[config.mk]
export PLATFORM = sky130hd
export DESIGN_NAME = rv32i_mc_sequencer
export DESIGN_NICKNAME = d
export VERILOG_FILES = /design/src/rtl/rv32i_mc_sequencer.sv
export SDC_FILE = /design/constraint.sdc
export NUM_CORES = 1
export LEC_CHECK = 0
export CELL_PAD_IN_SITES_DETAIL_PLACEMENT = 1
export CELL_PAD_IN_SITES_GLOBAL_PLACEMENT = 1
export CORE_ASPECT_RATIO = 1.2
export CORE_MARGIN = 3
export CORE_UTILIZATION = 35
export CTS_BUF_LIST = sky130_fd_sc_hd__clkbuf_16
export DETAILED_ROUTE_END_ITERATION = 16
export PLACE_DENSITY = 0.85
export RECOVER_POWER = 100
export SYNTH_ARGS = -nofsm -noshare
export SYNTH_HDL_FRONTEND = slang
export SYNTH_SLANG_ARGS = --single-unit
[constraint.sdc]
create_clock -name clk -period 3.45 [get_ports clk]
set_input_delay 0.345 -clock clk [delete_from_list [all_inputs] [get_ports clk]]
set_output_delay 0.345 -clock clk [all_outputs]
set_load 0.03 [all_outputs]
[src/rtl/rv32i_mc_sequencer.sv]
// rv32i_mc_sequencer: multicycle FETCH/DECODE/EXECUTE/MEM/WB control sequencer for the RV32I core
//
// Ports:
//   clk, reset_n (async, active-low)
//   run_en        : allow leaving FETCH (sampled only in FETCH)
//   opcode        : ir[6:0] from the decoder
//   branch_taken  : datapath compare result, used in EXECUTE
//   pc_write, ir_write, reg_write, dmem_wren : datapath strobes
//   alu_src_a, alu_src_b, writeback_src, pc_src : datapath mux selects
//   state         : FETCH=0 DECODE=1 EXECUTE=2 MEM_RD=3 MEM_WR=4 WB=5 HALT=6
//   instr_retired : equals pc_write
//   halted, illegal_instr : sticky status until reset
//   cycle_count, instret_count : present only when SEQ_PERF_CNT_EN is defined
module rv32i_mc_sequencer #(
    parameter int IMEM_LATENCY = 1,
    parameter int DMEM_LATENCY = 1,
    parameter int CNT_W        = 4
) (
    input  logic       clk,
    input  logic       reset_n,
    input  logic       run_en,
    input  logic [6:0] opcode,
    input  logic       branch_taken,
    output logic       pc_write,
    output logic       ir_write,
    output logic       reg_write,
    output logic       dmem_wren,
    output logic [1:0] alu_src_a,
    output logic [1:0] alu_src_b,
    output logic [1:0] writeback_src,
    output logic [1:0] pc_src,
    output logic [2:0] state,
    output logic       instr_retired,
    output logic       halted,
    output logic       illegal_instr
`ifdef SEQ_PERF_CNT_EN
    ,
    output logic [31:0] cycle_count,
    output logic [31:0] instret_count
`endif
);
    typedef enum logic [2:0] {
        S_FETCH   = 3'd0,
        S_DECODE  = 3'd1,
        S_EXECUTE = 3'd2,
        S_MEM_RD  = 3'd3,
        S_MEM_WR  = 3'd4,
        S_WB      = 3'd5,
        S_HALT    = 3'd6
    } state_t;

    localparam logic [6:0] OP_R      = 7'b0110011;
    localparam logic [6:0] OP_I      = 7'b0010011;
    localparam logic [6:0] OP_LOAD   = 7'b0000011;
    localparam logic [6:0] OP_STORE  = 7'b0100011;
    localparam logic [6:0] OP_BRANCH = 7'b1100011;
    localparam logic [6:0] OP_JAL    = 7'b1101111;
    localparam logic [6:0] OP_JALR   = 7'b1100111;
    localparam logic [6:0] OP_LUI    = 7'b0110111;
    localparam logic [6:0] OP_AUIPC  = 7'b0010111;
    localparam logic [6:0] OP_SYSTEM = 7'b1110011;

    localparam logic [CNT_W-1:0] I_LAST = CNT_W'(IMEM_LATENCY - 1);
    localparam logic [CNT_W-1:0] D_LAST = CNT_W'(DMEM_LATENCY - 1);

    state_t           st;
    logic [CNT_W-1:0] wait_cnt;
    logic             op_known;

    assign op_known = opcode inside {OP_R, OP_I, OP_LOAD, OP_STORE, OP_BRANCH,
                                     OP_JAL, OP_JALR, OP_LUI, OP_AUIPC};
    assign state = st;
    assign instr_retired = pc_write;

    always_ff @(posedge clk or negedge reset_n) begin
        if (!reset_n) begin
            st            <= S_FETCH;
            wait_cnt      <= '0;
            halted        <= 1'b0;
            illegal_instr <= 1'b0;
        end else begin
            case (st)
                S_FETCH: begin
                    if (!run_en) begin
                        wait_cnt <= '0;
                    end else if (wait_cnt == I_LAST) begin
                        wait_cnt <= '0;
                        st       <= S_DECODE;
                    end else begin
                        wait_cnt <= wait_cnt + CNT_W'(1);
                    end
                end
                S_DECODE: begin
                    if (opcode == OP_SYSTEM || !op_known) begin
                        st            <= S_HALT;
                        halted        <= 1'b1;
                        illegal_instr <= !op_known && opcode != OP_SYSTEM;
                    end else begin
                        st <= S_EXECUTE;
                    end
                end
                S_EXECUTE: begin
                    st <= (opcode == OP_R || opcode == OP_I) ? S_WB :
                          (opcode == OP_LOAD)                ? S_MEM_RD :
                          (opcode == OP_STORE)               ? S_MEM_WR : S_FETCH;
                end
                S_MEM_RD, S_MEM_WR: begin
                    if (wait_cnt == D_LAST) begin
                        wait_cnt <= '0;
                        st       <= (st == S_MEM_RD) ? S_WB : S_FETCH;
                    end else begin
                        wait_cnt <= wait_cnt + CNT_W'(1);
                    end
                end
                S_WB:    st <= S_FETCH;
                default: st <= S_HALT;
            endcase
        end
    end

    // While reset is asserted the decode is forced to the all-zero HALT row,
    // so no strobe can leak out before the state register is meaningful.
    always_comb begin
        pc_write      = 1'b0;
        ir_write      = 1'b0;
        reg_write     = 1'b0;
        dmem_wren     = 1'b0;
        alu_src_a     = 2'b00;
        alu_src_b     = 2'b00;
        writeback_src = 2'b00;
        pc_src        = 2'b00;
        case (reset_n ? st : S_HALT)
            S_FETCH: begin
                alu_src_b = 2'b01;
                ir_write  = run_en && wait_cnt == I_LAST;
            end
            S_DECODE: alu_src_b = 2'b10;
            S_EXECUTE: begin
                case (opcode)
                    OP_R: alu_src_a = 2'b01;
                    OP_I, OP_LOAD, OP_STORE: begin
                        alu_src_a = 2'b01;
                        alu_src_b = 2'b10;
                    end
                    OP_BRANCH: begin
                        alu_src_a = 2'b01;
                        pc_write  = 1'b1;
                        pc_src    = branch_taken ? 2'b01 : 2'b00;
                    end
                    OP_JAL: begin
                        reg_write     = 1'b1;
                        writeback_src = 2'b11;
                        pc_write      = 1'b1;
                        pc_src        = 2'b01;
                    end
                    OP_JALR: begin
                        alu_src_a     = 2'b01;
                        alu_src_b     = 2'b10;
                        reg_write     = 1'b1;
                        writeback_src = 2'b11;
                        pc_write      = 1'b1;
                        pc_src        = 2'b10;
                    end
                    OP_LUI: begin
                        reg_write     = 1'b1;
                        writeback_src = 2'b10;
                        pc_write      = 1'b1;
                    end
                    OP_AUIPC: begin
                        reg_write = 1'b1;
                        pc_write  = 1'b1;
                    end
                    default: ;
                endcase
            end
            S_MEM_WR: begin
                dmem_wren = wait_cnt == '0;
                pc_write  = wait_cnt == D_LAST;
            end
            S_WB: begin
                reg_write     = 1'b1;
                writeback_src = (opcode == OP_LOAD) ? 2'b01 : 2'b00;
                pc_write      = 1'b1;
            end
            default: ;
        endcase
    end

`ifdef SEQ_PERF_CNT_EN
    always_ff @(posedge clk or negedge reset_n) begin
        if (!reset_n) begin
            cycle_count   <= '0;
            instret_count <= '0;
        end else begin
            cycle_count   <= (st != S_HALT) ? cycle_count + 32'd1 : cycle_count;
            instret_count <= instr_retired ? instret_count + 32'd1 : instret_count;
        end
    end
`endif
endmodule

Word-level counts from Yosys, hierarchy flattened
Index checks and enable logic that the tools add are counted.
{ "op_classes": {"n_addsub": 1, "mul": 0, "div_mod_pow": 0, "magnitude_cmp": 0, "n_eq_ne": 23, "shift": 0, "n_mux": 29, "bitwise_logic": 0, "reduce_logical": 18} }
{ "op_table": {"columns": ["cell", "n"], "rows": [
  ["7-bit == test (second input constant)", 4],
  ["3-bit two-way mux", 9],
  ["7-bit by 6-bit == test with 1-bit output (second input constant)", 3],
  ["3-bit case mux with 5 select lines", 1],
  ["7-bit by 5-bit == test with 1-bit output (second input constant)", 2],
  ["3-bit == test (second input constant)", 4],
  ["2-bit case mux with 3 select lines", 2],
  ["3-bit by 2-bit == test with 1-bit output (second input constant)", 3],
  ["9-bit nonzero test", 1],
  ["1-bit two-way mux", 8],
  ["4-bit two-way mux", 2],
  ["2-bit case mux with 2 select lines", 2],
  ["4-bit case mux with 2 select lines", 1],
  ["4-bit OR reduction", 2],
  ["7-bit by 2-bit == test with 1-bit output (second input constant)", 1],
  ["7-bit != test (second input constant)", 1],
  ["3-bit by 1-bit == test with 1-bit output (second input constant)", 2],
  ["3-bit zero test", 2],
  ["2-bit != test (second input constant)", 3],
  ["6-bit OR reduction", 1],
  ["5-bit OR reduction", 1],
  ["4-bit by 1-bit adder with 4-bit output (second input constant)", 1],
  ["4-bit zero test", 1],
  ["2-bit two-way mux", 2],
  ["other kinds (9)", 12]
]} }
{ "totals": {"ff_bits": 9, "latch_bits": 0, "ramBits": 0, "rom_bits": 0, "out_inout_bits": 18, "mem_count": 0} }

Logic depth before layout (Yosys ltp)
Gate-level depths: netlist of the first run.
{ "logic_depth": {"word_depth": 6, "ltp_mapped": 6} }

Worst setup path after synthesis of the first run
Ideal clock, no wire load.
{ "synth_timing": {"path_kind": "in2out", "from": "input port opcode[4]", "to": "output port pc_write", "arrival_ns": 2.156, "required_ns": 3.105, "setup_slack_ns": 0.949, "cell_stages": 6, "n_path_buf": 2, "cell_sequence": "buf_2 nor3b_2 o2111a_2 nor2_1 o32ai_1 buf_4"} }
{ "synth_between": {"elab_chain_cells": 4, "elab_cells_between_ends": 8, "cone_classes": "eq/ne (5); mux (2); reduce/logical (1)"} }
{ "synth_rtl": {"columns": ["element", "line_no", "rtl"], "rows": [
  ["start: declaration", "22", "input logic [6:0] opcode,"],
  ["7-bit == test, or another cell as far along", "139", "case (opcode)"],
  ["5-bit OR reduction (no source line) *", null, null],
  ["1-bit two-way mux *", "139", null],
  ["1-bit case mux with 3 select lines *", "132", "case (reset_n ? st : S_HALT)"],
  ["end: declaration", "24", "output logic pc_write,"]
]} }
Every way passes the cells marked *; elsewhere a longest branch is shown, timed or not.

Final worst setup path of the first run
{ "layout_timing": {"from": "input port opcode[2]", "to": "output port alu_src_b[1]"} }
{ "layout_between": {"elab_chain_cells": 4, "elab_cells_between_ends": 7, "cone_classes": "eq/ne (4); mux (2); reduce/logical (1)"} }
{ "layout_rtl": {"columns": ["element", "line_no", "rtl"], "rows": [
  ["7-bit by 5-bit == test with 1-bit output, or another cell as far along", "139", null],
  ["4-bit OR reduction (no source line) *", null, null],
  ["2-bit two-way mux *", "139", null],
  ["2-bit case mux with 3 select lines *", "132", null],
  ["end: declaration", "29", "output logic [1:0] alu_src_b,"]
]} }
Marked as above.

==> results of run 1 <==
[flip-flops by register name (all words and copies together), names as in the netlist]
register	cells
wait_cnt	4
state	3
halted	1
illegal_instr	1
[Yosys cell counts, types with 2 or more instances]
cell	number	area, µm²
nor3_1	4	20.02
nand2b_1	4	25.02
inv_1	4	15.01
nand2_1	8	30.03
buf_6	2	22.52
or2_1	3	18.77
buf_2	3	15.01
dfrtp_1	9	225.2
buf_4	2	15.01
a22o_1	2	17.52
a21oi_1	5	25.02
nor3b_2	2	25.02
a211oi_1	2	15.01
nand3_1	6	30.03
nor2b_1	5	31.28
ha_1	2	25.02
o21ai_0	2	10.01
nor2_1	14	52.55
[per-stage QoR]
stage / instances / hold slack [ps] / total power, µW
after CTS: 161 / 352.4 / 855.2
after detailed placement: 157 / 465.4 / 643.0
after global routing: 161 / 430.2 / 874.9
after floorplan: 106 / 49.41 / 501.9
final: 161 / 416.2 / 822.1
after global placement: 157 / 448.8 / 628.1
[layer usage]
layer | track usage [%] | vias up
li1 | - | 432
met1 | 21.13 | 435
met2 | 33.27 | 28
met3 | 2.948 | 4
met4 | 5.243 | 0
met5 | 0 | -
[worst max-delay path: stages]
cell and delay, ps:
dlygate4sd3_1 640, nand4bb_1 370, or2_1 330, a211oi_1 290
o31a_1 190, clkdlybuf4s50_1 680
[kinds of logic (layout without fill, tap and decap cells)]
group | Yosys count | in the layout
AOI/OAI and AO/OA | 25 | 25
xor gates and xnor gates | 1 | 1
adders and majority gates | 2 | 2
buffers and inverters | 12 | 36
DFF | 9 | 9
muxes | 1 | 1
other | 1 | 1
and+or+nand+nor | 55 | 55
[cell type report]
class | instances | area, µm²
fill | 298 | 1156
multi-input combinational | 85 | 541.8
timing repair buffer | 28 | 274.0
sequential | 9 | 225.2
clock buffer | 3 | 75.07
tap | 31 | 38.79
inverter | 4 | 15.01
clock inverter | 1 | 3.754
[worst min-delay path by stage]
stage	from	end	slack (ps)
after floorplan	reset_n	halted	50
after global placement	halted	halted	450
after detailed placement	halted	halted	470
after CTS	reset_n	state[2]	350
after global routing	reset_n	state[2]	430
final	reset_n	state[1]	420
[report_power, final]
group / internal [µW] / leakage (µW) / total (µW) / switching [µW]
Clock: 151 / 0.0000423 / 201 / 49.8
Sequential: 136 / 0.000111 / 204 / 67.8
Combinational: 167 / 0.000324 / 417 / 250
==> results.py, run 1 <==
metrics = {
    "critical_path": {
        "crit_end": "alu_src_b[1]",
        "critPathMaxFanout": 7,
        "cp-startpoint": "opcode[2]",
        "reg2reg_from": "wait_cnt[1]",
        "cp.arrival_ps": 2840,
        "required_ps": 3110,
        "rr_endpoint": "state[2]",
        "end_kind": "primary output",
        "regToRegSetupSlack_ps": 1500,
        "r2r_cells": 6,
        "cp-start-kind": "primary input",
        "crit_type": "in -> out",
    },
    "power": {
        "p_leak_uw": 0.0004769,
        "powerDensity_mw_per_mm2": 700.5,
        "irDropWorstVdd_mv": 0.5555,
    },
    "yosys": {
        "yosysWarnings": 0,
        "synth_compound_area_share_pct": 22.03,
        "ys_ff_latch": 9,
        "netlist_area_um2": 874.6,
        "synth_top_family_by_area": "simple AND/OR/NAND/NOR gates",
        "synth-edff-count": 0,
        "synth-simple-area-share_pct": 38.48,
        "muxShareOfSynthArea_pct": 1.288,
        "ys_types": 45,
        "post_synth_fa_ha_maj_area_fraction_pct": 2.861,
        "avgSynthCellArea_um2": 8.251,
        "async_flop_share_pct": 100.0,
        "synth_nets": 119,
        "synth_xor_area_share_pct": 1.001,
        "yosysSeqAreaShare_pct": 25.75,
        "synth_ff_type": "dfrtp_1",
        "synthesis.instances": 106,
    },
    "drt": {
        "wl_met2_mm": 1.395,
        "topRoutingLayerUsed": "met4",
        "post-route-drc-count": 0,
        "wirelength_mm": 2.708,
        "viasPerCell": 5.584,
        "m1WireLength_mm": 1.166,
        "first_iter_violations": 23,
        "drtPass1Iterations": 4,
        "ant_nets": 0,
        "wl_per_cell_um": 16.82,
        "met3_length_um": 113,
        "via_count": 899,
    },
    "layout": {
        "final_area_mm2": 0.001174,
        "final_common_cell": "dlygate4sd3_1",
        "final_net_count": 144,
        "area_growth_pct": 34.19,
        "antenna_cells": 0,
        "layout-drive-gt1-share_pct": 6.154,
        "mostFrequentLayoutCells": "dlygate4sd3_1 (19), nor2_1 (14), dfrtp_1 (9)",
        "postLayoutCoreUtil_pct": 50.38,
    },
    "global_route": {
        "grt_pass1_wl_mm": 4.298,
        "grt_max_degree": 16,
        "grt_use_total_pct": 17.94,
        "grt_pass1_vias": 900,
        "antenna_found_initial": 0,
        "grt.overflow.total": 0,
    },
    "clock_network": {
        "cts_resized": 0,
        "clock-sinks": 9,
        "cts.path.max_buffers": 2,
        "cts_buffers": 3,
        "clk_pin_slew_worst_paths_ps": 40,
        "cts-root-buf": "clkbuf_16",
        "cts_tree": "done",
        "postCtsHoldBufs": 0,
        "insertion_delay_ps": 230,
        "h-tree-depth": 1,
        "postCtsSetupBuffers": 0,
    },
    "placed_design": {
        "place_ws_ps": 449.3,
        "hpwl_mm": 2.052,
        "io_buffers": 27,
        "place_congestion": 0.8208,
        "placed_cell_area_mm2": 0.001135,
    },
    "sta": {
        "rsz0062_at_grt": "false",
        "clock_skew_ps": 3.359,
        "finalSetupViolations": 0,
        "layout_setup_ws_ps": 263.4,
        "finalHoldViolCount": 0,
        "slew_viol_final": 0,
        "slew-limit-headroom_pct": 48.65,
        "setup_tns_ps": 0,
        "fmax_mhz": 313.8,
        "fin_crit_ps": 3187,
        "tightest_slew_ps": 768.6,
        "fin_crit_sh_pct": 92.37,
    },
    "floorplan": {
        "die_area_mm2": 0.003137,
        "num_rows": 19,
        "start_util_pct": 37.54,
        "die_w_um": 51.63,
        "core-area_mm2": 0.002330,
        "io-pin-count": 29,
        "fp.dieH_um": 60.76,
    },
    "run_status": {
        "outcome": "finished clean",
    },
    "run": {
        "max_cap_viol_count": 0,
    },
    "min_path": {
        "hold_path.class": "in -> async",
    },
}
Power figures use the tool's default switching activity.
==> run 2: changes to the inputs <==
--- a/config.mk
+++ b/config.mk
@@ -12,8 +12,10 @@
 export CORE_UTILIZATION = 35
 export CTS_BUF_LIST = sky130_fd_sc_hd__clkbuf_16
 export DETAILED_ROUTE_END_ITERATION = 16
+export GPL_TIMING_DRIVEN = 1
 export PLACE_DENSITY = 0.85
 export RECOVER_POWER = 100
+export SLEW_MARGIN = 20
 export SYNTH_ARGS = -nofsm -noshare
 export SYNTH_HDL_FRONTEND = slang
 export SYNTH_SLANG_ARGS = --single-unit
==> results of run 2 <==
The final DEF is identical to that of run 1; final timing and power are the same.
